$ cat src/rtl/mul_div_unit_if.sv
// Request/response bundle between the pipeline and the RV32M multiply/divide unit.
interface mul_div_unit_if #(
  parameter int unsigned WIDTH = 32
);
  logic             start;
  logic [2:0]       funct3;
  logic [WIDTH-1:0] op_a;
  logic [WIDTH-1:0] op_b;
  logic             flush;
  logic             busy;
  logic             done;
  logic [WIDTH-1:0] result;
  logic             stall_req;

  modport master (
    output start, funct3, op_a, op_b, flush,
    input  busy, done, result, stall_req
  );

  modport slave (
    input  start, funct3, op_a, op_b, flush,
    output busy, done, result, stall_req
  );
endinterface

$ cat src/rtl/mul_div_unit.sv
// Iterative RV32M multiply/divide unit: one radix-2 step per cycle over operand
// magnitudes, sign fix-up at the end, single-cycle fast path for divide by zero
// and signed overflow.
module mul_div_unit #(
  parameter int unsigned WIDTH = 32
) (
  input  logic          clk,
  input  logic          rst,
  mul_div_unit_if.slave bus
);
  localparam int unsigned DW = 2 * WIDTH;
  localparam int unsigned CW = $clog2(WIDTH);

  typedef enum logic [1:0] {
    S_IDLE = 2'd0,
    S_CALC = 2'd1,
    S_DONE = 2'd2
  } state_e;

  state_e           state_q;
  logic [CW-1:0]    cnt_q;
  logic [2:0]       op_q;
  logic [DW-1:0]    acc_q;
  logic [WIDTH-1:0] opr_q;
  logic             neg_a_q;
  logic             neg_b_q;
  logic             busy_q;
  logic [WIDTH-1:0] fin_q;
  logic [WIDTH-1:0] result_q;

  logic             in_div;
  logic             a_sgn;
  logic             b_sgn;
  logic             a_neg;
  logic             b_neg;
  logic [WIDTH-1:0] a_mag;
  logic [WIDTH-1:0] b_mag;
  logic             div_zero;
  logic             div_ovf;
  logic             fast;
  logic [WIDTH-1:0] fast_res;

  logic [WIDTH:0]   mul_sum;
  logic [WIDTH:0]   div_up;
  logic [WIDTH:0]   div_diff;
  logic [DW-1:0]    acc_step;
  logic [DW-1:0]    prod;
  logic [WIDTH-1:0] quo;
  logic [WIDTH-1:0] rem;
  logic [WIDTH-1:0] fin_res;
  logic             done_c;

  // Decode the incoming request: signedness, magnitudes and fast-path cases.
  always_comb begin
    in_div   = bus.funct3[2];
    a_sgn    = in_div ? ~bus.funct3[0]
                      : (bus.funct3[1:0] == 2'b01) || (bus.funct3[1:0] == 2'b10);
    b_sgn    = in_div ? ~bus.funct3[0] : (bus.funct3[1:0] == 2'b01);
    a_neg    = a_sgn & bus.op_a[WIDTH-1];
    b_neg    = b_sgn & bus.op_b[WIDTH-1];
    a_mag    = a_neg ? (WIDTH'(0) - bus.op_a) : bus.op_a;
    b_mag    = b_neg ? (WIDTH'(0) - bus.op_b) : bus.op_b;
    div_zero = in_div && (bus.op_b == '0);
    div_ovf  = in_div && !bus.funct3[0]
               && (bus.op_a == {1'b1, {(WIDTH-1){1'b0}}})
               && (bus.op_b == {WIDTH{1'b1}});
    fast     = div_zero || div_ovf;
    if (div_zero) begin
      fast_res = bus.funct3[1] ? bus.op_a : {WIDTH{1'b1}};
    end else begin
      fast_res = bus.funct3[1] ? '0 : bus.op_a;
    end
  end

  // One shift-add or restoring shift-subtract step, plus final sign fix-up.
  always_comb begin
    mul_sum  = {1'b0, acc_q[DW-1:WIDTH]} + (acc_q[0] ? {1'b0, opr_q} : '0);
    div_up   = acc_q[DW-1:WIDTH-1];
    div_diff = div_up - {1'b0, opr_q};
    if (op_q[2]) begin
      if (!div_diff[WIDTH]) begin
        acc_step = {div_diff[WIDTH-1:0], acc_q[WIDTH-2:0], 1'b1};
      end else begin
        acc_step = {div_up[WIDTH-1:0], acc_q[WIDTH-2:0], 1'b0};
      end
    end else begin
      acc_step = {mul_sum, acc_q[WIDTH-1:1]};
    end
    prod = (neg_a_q ^ neg_b_q) ? (DW'(0) - acc_step) : acc_step;
    quo  = (neg_a_q ^ neg_b_q) ? (WIDTH'(0) - acc_step[WIDTH-1:0]) : acc_step[WIDTH-1:0];
    rem  = neg_a_q ? (WIDTH'(0) - acc_step[DW-1:WIDTH]) : acc_step[DW-1:WIDTH];
    case (op_q)
      3'b000:                 fin_res = prod[WIDTH-1:0];
      3'b001, 3'b010, 3'b011: fin_res = prod[DW-1:WIDTH];
      3'b100, 3'b101:         fin_res = quo;
      default:                fin_res = rem;
    endcase
  end

  // Control FSM and datapath registers.
  always_ff @(posedge clk or negedge rst) begin
    if (!rst) begin
      state_q  <= S_IDLE;
      cnt_q    <= '0;
      op_q     <= '0;
      acc_q    <= '0;
      opr_q    <= '0;
      neg_a_q  <= 1'b0;
      neg_b_q  <= 1'b0;
      busy_q   <= 1'b0;
      fin_q    <= '0;
      result_q <= '0;
    end else begin
      case (state_q)
        S_IDLE: begin
          if (bus.start && !bus.flush) begin
            op_q    <= bus.funct3;
            neg_a_q <= a_neg;
            neg_b_q <= b_neg;
            cnt_q   <= '0;
            if (fast) begin
              fin_q   <= fast_res;
              state_q <= S_DONE;
            end else begin
              acc_q   <= {WIDTH'(0), (in_div ? a_mag : b_mag)};
              opr_q   <= in_div ? b_mag : a_mag;
              busy_q  <= 1'b1;
              state_q <= S_CALC;
            end
          end
        end
        S_CALC: begin
          if (bus.flush) begin
            busy_q  <= 1'b0;
            state_q <= S_IDLE;
          end else begin
            acc_q <= acc_step;
            cnt_q <= cnt_q + CW'(1);
            if (cnt_q == CW'(WIDTH - 1)) begin
              fin_q   <= fin_res;
              busy_q  <= 1'b0;
              state_q <= S_DONE;
            end
          end
        end
        S_DONE: begin
          if (!bus.flush) begin
            result_q <= fin_q;
          end
          state_q <= S_IDLE;
        end
        default: begin
          busy_q  <= 1'b0;
          state_q <= S_IDLE;
        end
      endcase
    end
  end

  // A flush in the done cycle suppresses both the pulse and the result update.
  assign done_c        = (state_q == S_DONE) && !bus.flush;
  assign bus.done      = done_c;
  assign bus.busy      = busy_q;
  assign bus.result    = done_c ? fin_q : result_q;
  assign bus.stall_req = rst && ((state_q == S_CALC)
                                 || ((state_q == S_IDLE) && bus.start && !bus.flush));
endmodule

$ cat src/flat_wrapper.sv
// flat-port wrapper written by rule: the top's interface ports become plain ports
module mul_div_unit_flat 
#(
  parameter int unsigned WIDTH = 32
)
  (clk, rst, bus_start, bus_funct3, bus_op_a, bus_op_b, bus_flush, bus_busy, bus_done, bus_result, bus_stall_req);
  mul_div_unit_if #(.WIDTH(WIDTH)) bus_i ();
  input  logic clk;
  input  logic rst;
  input wire logic [$bits(bus_i.start)-1:0] bus_start;
  input wire logic [$bits(bus_i.funct3)-1:0] bus_funct3;
  input wire logic [$bits(bus_i.op_a)-1:0] bus_op_a;
  input wire logic [$bits(bus_i.op_b)-1:0] bus_op_b;
  input wire logic [$bits(bus_i.flush)-1:0] bus_flush;
  output wire logic [$bits(bus_i.busy)-1:0] bus_busy;
  output wire logic [$bits(bus_i.done)-1:0] bus_done;
  output wire logic [$bits(bus_i.result)-1:0] bus_result;
  output wire logic [$bits(bus_i.stall_req)-1:0] bus_stall_req;
  assign bus_i.start = bus_start;
  assign bus_i.funct3 = bus_funct3;
  assign bus_i.op_a = bus_op_a;
  assign bus_i.op_b = bus_op_b;
  assign bus_i.flush = bus_flush;
  assign bus_busy = bus_i.busy;
  assign bus_done = bus_i.done;
  assign bus_result = bus_i.result;
  assign bus_stall_req = bus_i.stall_req;
  mul_div_unit #(.WIDTH(WIDTH)) u_core (.clk(clk), .rst(rst), .bus(bus_i));
endmodule
$ cat config.mk
export PLATFORM = sky130hd
export DESIGN_NAME = mul_div_unit_flat
export DESIGN_NICKNAME = d
export VERILOG_FILES = /design/src/rtl/mul_div_unit_if.sv /design/src/rtl/mul_div_unit.sv /design/src/flat_wrapper.sv
export SDC_FILE = /design/constraint.sdc
export NUM_CORES = 1
export LEC_CHECK = 0
export ABC_AREA = 1
export CAP_MARGIN = 20
export CELL_PAD_IN_SITES_DETAIL_PLACEMENT = 2
export CELL_PAD_IN_SITES_GLOBAL_PLACEMENT = 2
export CORE_ASPECT_RATIO = 0.6
export CORE_MARGIN = 1
export CORE_UTILIZATION = 36
export CTS_BUF_LIST = sky130_fd_sc_hd__clkbuf_4
export CTS_CLUSTER_DIAMETER = 30
export CTS_CLUSTER_SIZE = 8
export DETAILED_ROUTE_END_ITERATION = 12
export PLACE_DENSITY_LB_ADDON = 0.2
export SLEW_MARGIN = 20
export SYNTH_ARGS = -nofsm -noshare
export SYNTH_HDL_FRONTEND = slang
export SYNTH_SLANG_ARGS = --single-unit
$ cat constraint.sdc
create_clock -name clk -period 8.7 [get_ports clk]
set_clock_uncertainty 0.1 [all_clocks]
set_input_delay 1.74 -clock clk [delete_from_list [all_inputs] [get_ports clk]]
set_output_delay 1.74 -clock clk [all_outputs]
set_load 0.01 [all_outputs]
==> impl_metrics.yaml, run 1 <==
power_and_ir_drop:
  netSwitchingFraction_pct: 64.75
  p_leak_nw: 11.03
  p_per_area_mw_per_mm2: 389.4
  ir_worst_vdd_mv: 0.1366
  comb_power_share_pct: 75.5
  power_frac_seq_pct: 17.5
  switching_power_mw: 5.402
  intPower_mw: 2.941
  p_clk_share_pct: 7.0
synth:
  yosys_warnings: 0
  synth_area_leaders: "dfrtp_1, nand2_1, inv_1"
  syn_nets: 3502
  syn_area_mm2: 0.01944
  yosysTopAreaCellShare_pct: 22.27
  ys_ff_latch: 173
  netlist_instances: 3357
  async_reset_ff_share_pct: 100.0
  synth_edf_count: 0
  yosysTopAreaCell: "dfrtp_1"
  yosysSeqAreaShare_pct: 22.27
  yosys_most_used_dff: "dfrtp_1"
  avgSynthCellArea_um2: 5.790
  synthDistinctLibCells: 54
timing:
  final.period_utilization_pct: 79.45
  tightest_slew_ns: 1.106
  setup_viol: 0
  grt_setup_unrepaired: "false"
  hold_violations: 0
  slew_violations: 0
  fmax_ghz: 0.1447
  setup_tns_ns: 0
  fin_crit_ns: 6.912
  slew_headroom_pct: 25.49
setup_path:
  cp-startpoint: "u_core.acc_q[31]"
  max_stage_delay_ns: 0.46
  worstPathArrival_ns: 7.44
  crit_path_top_delay_cell: "nor4_1"
  end_kind: "flop"
  reg2reg_depth: 34
  critPathLaunchType: "flop"
  endpoint: "u_core.fin_q[14]"
  r2r_slack_ns: 1.79
  r2r-start: "u_core.acc_q[31]"
  worstPathMaxFanout: 34
  critPathKind: "flop to flop"
  cpMostUsedCell: "nand2_1"
  r2r-end: "u_core.fin_q[14]"
  critical_path_required_ns: 9.23
grt:
  grt_usage_pct: 40.26
  grt_pass1_vias: 24610
  use_met2_pct: 53.58
  grt_max_degree: 86
  top_usage_layer: "met1"
  grt_overflow: 0
  antenna_found_initial: 5
  grt_use_met3_pct: 14.53
  use_met1_pct: 61.03
  grt_pass1_wl_um: 162900
route:
  vias: 24360
  wl_um: 111600
  first_pass_iters: 9
  routed_via_density: 5.921
  routedWlPerCell_um: 27.12
  drc: 6
  detail-route-antenna-nets: 0
  drt_iter0_drc: 2581
final_layout:
  area_delta_synth_final_pct: 10.23
  final_common_cell: "nand2_1"
  multi_input_area_mm2: 0.01272
  regArea_mm2: 0.004333
  fillers: 6773
  fin_util_pct: 40.47
  layout_common_cells: "nand2_1, inv_1, nor2_1, nand3_1, o21ai_0"
  nNetsFinal: 3539
  final_layout_size_suffix_gt1_share_pct: 5.048
clock_tree:
  clk_latency_ns: 0.73
  postCtsResizedCells: 0
  h-tree-depth: 4
  clock_path_buffers: 2
  cts_hold_buffers: 0
  cts_made_buffers: 17
  path_clk_slew_ns: 0.20
  cts_root_buf: "clkbuf_4"
  cts_tree: "built"
  clkSinkCount: 173
  post_cts_buffers: 0
job:
  drv_cap: 0
floorplanning:
  start_util_pct: 36.71
  num_rows: 65
  io_pins: 106
  die_area_mm2: 0.05496
  core_mm2: 0.05294
  die_h_um: 182.0
  die_w_um: 302.0
status:
  violations: "design-rule violations"
  status: "finished with violations"
placement:
  place_congestion: 1.103
  numPortBuffers: 105
  dp_hpwl_um: 91870
worst_hold_path:
  min_path_type: "flop to flop"
==> critical path: cells and delay by family, from the launching register on <==
family	cells	cell delay (ns)
AND/OR/NAND/NOR	24	4.03
adder cells (fa/ha/maj)	3	0.87
flip-flops	1	0.45
AO/OA/AOI/OAI	3	0.82
buffers and inverters	4	0.48
==> worst min path at each step <==
stage | slack, ns | cells past startpoint | from | end
after floorplan | 0.34 | 2 | u_core.op_q[0] | u_core.op_q[0]
after global placement | 0.35 | 2 | u_core.result_q[22] | u_core.result_q[22]
after detailed placement | 0.36 | 2 | u_core.result_q[2] | u_core.result_q[2]
after CTS | 0.41 | 2 | u_core.result_q[2] | u_core.result_q[2]
after global routing | 0.42 | 2 | u_core.bus.busy | u_core.bus.busy
final | 0.40 | 2 | u_core.bus.busy | u_core.bus.busy
==> cell type report <==
cell class / instances / area share [%]
well taps: 703 / 4.105
repair buffers: 137 / 6.009
inverters: 499 / 8.742
multi-input cells: 2566 / 59.37
flip-flops and latches: 173 / 20.22
diodes: 4 / 0.04672
clock inverters: 15 / 0.9109
clock buffers: 17 / 0.5956
==> metal layers <==
metal,part of all wire [%],wire length [um]
met1,48,53060
met3,13,14160
met2,38,42510
met4,1.6,1830
met5,0.027,30
==> state kept, by name (all words and copies together), names as in the netlist <==
signal and cells:
u_core.neg_b_q 1, u_core.cnt_q 5, u_core.opr_q 32, u_core.bus.busy 1, u_core.fin_q 32, u_core.acc_q 64, u_core.state_q 2, u_core.neg_a_q 1
u_core.result_q 32, u_core.op_q 3
==> cell usage after synthesis, drive strengths merged, types with 7 or more instances <==
| cell type | count |
|---|---|
| buf | 36 |
| a21oi | 138 |
| nor3 | 31 |
| o211ai | 26 |
| clkbuf | 83 |
| a31oi | 38 |
| xor2 | 62 |
| xnor2 | 23 |
| o21ai | 244 |
| nand2 | 1135 |
| o21bai | 19 |
| o221ai | 20 |
| ha | 72 |
| nand3 | 271 |
| nand4 | 34 |
| o22ai | 32 |
| nor2 | 324 |
| o21a | 7 |
| inv | 493 |
| dfrtp | 173 |
| or2 | 16 |
| nor4 | 14 |
| nand3b | 20 |
| a22oi | 7 |
==> kinds of logic after synthesis <==
group                      Yosys count  share of synthesized area [%]
and+or+nand+nor                   1854                          40.24
buffers and inverters              618                          12.37
AOI/OAI and AO/OA                  553                          16.45
DFF                                173                          22.27
xor gates and xnor gates            85                          3.830
adders and majority gates           74                          4.841
==> power by group through the flow <==
stage | clock network, mW | logic [mW] | registers, mW
after detailed placement | 0 | 6.01 | 1.44
after global placement | 0 | 5.70 | 1.41
after CTS | 0.581 | 6.06 | 1.42
after global routing | 0.612 | 6.72 | 1.46
after floorplan | 0 | 3.75 | 1.26
final | 0.582 | 6.30 | 1.46
==> per-stage QoR <==
stage	instance area, um2	hold WS [ns]	setup WS, ns	power, mW	std cells
finish	21430	0.4025	1.788	8.343	4114
global placement	21070	0.3521	1.531	7.108	4076
detailed placement	21080	0.3635	1.197	7.446	4077
global route	21420	0.4227	1.636	8.795	4112
CTS	21400	0.4071	1.955	8.066	4109
floorplan	19440	0.3429	4.194	5.011	3357
Note: power is estimated with default switching activity, not from simulation.
==> inputs of run 2 (changes only) <==
--- a/config.mk
+++ b/config.mk
@@ -11,7 +11,7 @@
 export CELL_PAD_IN_SITES_GLOBAL_PLACEMENT = 2
 export CORE_ASPECT_RATIO = 0.6
 export CORE_MARGIN = 1
-export CORE_UTILIZATION = 36
+export CORE_UTILIZATION = 30
 export CTS_BUF_LIST = sky130_fd_sc_hd__clkbuf_4
 export CTS_CLUSTER_DIAMETER = 30
 export CTS_CLUSTER_SIZE = 8
==> constraint.sdc (replaced) <==
create_clock -name clk -period 5.8 [get_ports clk]
set_clock_uncertainty 0.1 [all_clocks]
set_input_delay 1.16 -clock clk [delete_from_list [all_inputs] [get_ports clk]]
set_output_delay 1.16 -clock clk [all_outputs]
set_load 0.01 [all_outputs]
==> run 2 against run 1 <==
Effect of this change:
- the flow now finishes without violations
- via count is 0.67% lower
- combinational power is 53% higher
- clock power is 35% higher
- sequential cell count stayed put
- total power is 51% higher
- maximum frequency is 26% higher
- die area is 20% higher
- routed wire length is 3.6% higher
==> impl_metrics.yaml, run 2 (synthesis gave the netlist of run 1 again) <==
final_layout:
  layout_common_cells: "nand2_1, inv_1, nor2_1, nand3_1, o21ai_0"
  top_register: "u_core.acc_q"
  largest_reg_flops: 64
  final_layout_size_suffix_gt1_share_pct: 5.633
  area_delta_synth_final_pct: 11.63
  fillers: 8068
  fin_area_mm2: 0.02170
  nNetsFinal: 3558
  final_common_cell: "nand2_1"
grt:
  grt_max_degree: 75
  top_usage_layer: "met1"
  grt_pass1_vias: 24570
  grt_use_met3_pct: 10.27
  grt_pass1_wl_um: 168500
  grt_usage_pct: 35.28
  use_met1_pct: 55.55
  grt_overflow: 0
  antenna_found_initial: 8
  use_met2_pct: 45.95
floorplanning:
  die_area_mm2: 0.06585
  core_mm2: 0.06334
  die_w_um: 330.6
  io_pins: 106
  start_util_pct: 30.69
  num_rows: 71
  die_h_um: 199.2
clock_tree:
  h-tree-depth: 4
  cts_tree: "built"
  clk_latency_ns: 0.85
  postCtsResizedCells: 0
  cts_made_buffers: 17
  cts_root_buf: "clkbuf_4"
  clkSinkCount: 173
  path_clk_slew_ns: 0.21
  cts_hold_buffers: 0
  post_cts_buffers: 0
  clock_path_buffers: 2
route:
  drt_iter0_drc: 2367
  detail-route-antenna-nets: 0
  vias: 24200
  routedWlPerCell_um: 27.07
  first_pass_iters: 5
  drc: 0
  routed_via_density: 5.664
  wl_um: 115600
timing:
  slew_headroom_pct: 23.96
  hold_violations: 0
  setup_viol: 0
  setup_ws_ns: 0.3213
  timing.hold.ws_ns: 0.1345
  setup_tns_ns: 0
  final.period_utilization_pct: 94.46
  grt_setup_unrepaired: "false"
  fin_crit_ns: 5.479
  tightest_slew_ns: 1.129
  fmax_ghz: 0.1825
  slew_violations: 0
power_and_ir_drop:
  power_mw: 12.58
  p_leak_nw: 11.09
  p_per_area_mw_per_mm2: 579.8
  ir_worst_vdd_mv: 0.2427
setup_path:
  critPathKind: "flop to flop"
  max_stage_delay_ns: 0.73
  r2r_slack_ns: 0.32
  worstPathMaxFanout: 15
  critical_path_required_ns: 6.38
  critPathLaunchType: "flop"
  end_kind: "flop"
  cpMostUsedCell: "nand2_4"
  worstPathArrival_ns: 6.06
  cp.buffers_inverters: 2
  crit_family: "simple AND/OR/NAND/NOR gates"
  crit_path_top_delay_cell: "dfrtp_1"
placement:
  place_ws_ns: 0.5270
  numPortBuffers: 105
  place_congestion: 0.9914
  dp_hpwl_um: 96370
  place_area_mm2: 0.02140
status:
  status: "completed"
worst_hold_path:
  min_path_type: "input pin to asynchronous set/reset pin"
job:
  drv_cap: 0
## run 2: cell types whose count changed in the layout (fill, tap and decap cells not counted), sizes merged
| cell | previous run | this run |
|---|---|---|
| bufinv | 1 | 0 |
| clkinvlp | 1 | 5 |
| clkinv | 13 | 10 |
| diode | 4 | 7 |
| buf | 35 | 53 |
| clkdlybuf4s50 | 102 | 103 |
## run 2: layout make-up
| class | instances | area, um2 | area share (%) |
|---|---|---|---|
| clock inverter | 15 | 127.6 | 0.5882 |
| timing repair buffer | 156 | 1430 | 6.591 |
| antenna | 7 | 17.52 | 0.08073 |
| multi-input combinational | 2566 | 12740 | 58.70 |
| clock buffer | 17 | 127.6 | 0.5882 |
| tap | 839 | 1050 | 4.838 |
| inverter | 499 | 1873 | 8.633 |
| sequential | 173 | 4334 | 19.98 |
## run 2: worst paths after layout
check | start | depth (start not counted) | endpoint
setup / recovery | u_core.acc_q[45] | 28 | u_core.fin_q[18]
hold / removal | rst | 1 | u_core.opr_q[23]
setup reg to reg | u_core.acc_q[45] | 28 | u_core.fin_q[18]
hold reg to reg | u_core.result_q[25] | 2 | u_core.result_q[25]
max in group asynchronous | rst | 2 | u_core.result_q[18]
min in group clk | u_core.result_q[25] | 2 | u_core.result_q[25]
## run 2: worst reg2reg max path, delay by kind of cell (launching register included)
kind / cells / cell delay (ns)
AOI/OAI and AO/OA: 4 / 0.93
adders and majority gates: 2 / 0.60
buffers and inverters: 2 / 0.13
DFF: 1 / 0.73
and+or+nand+nor: 20 / 2.84
## run 2: metal layers
| layer | share of wire [%] | up-vias | wire length (um) |
|---|---|---|---|
| met4 | 1.2 | 4 | 1383 |
| met5 | 0.023 | - | 27 |
| li1 | - | 10870 | - |
| met1 | 51 | 12400 | 58750 |
| met2 | 37 | 848 | 43120 |
| met3 | 11 | 76 | 12370 |
## run 2: power breakdown
group          switching [mW]  internal, mW  leakage, nW
combinational            7.07          2.54         8.78
sequential              0.522          1.66         2.18
clock                   0.601         0.182        0.125
## run 2: through the flow
stage / util, % / instances
after floorplan: - / 3357
after global placement: 33.79 / 4233
after detailed placement: 33.79 / 4233
after CTS: 34.20 / 4265
after global routing: 34.24 / 4269
final: 34.26 / 4272
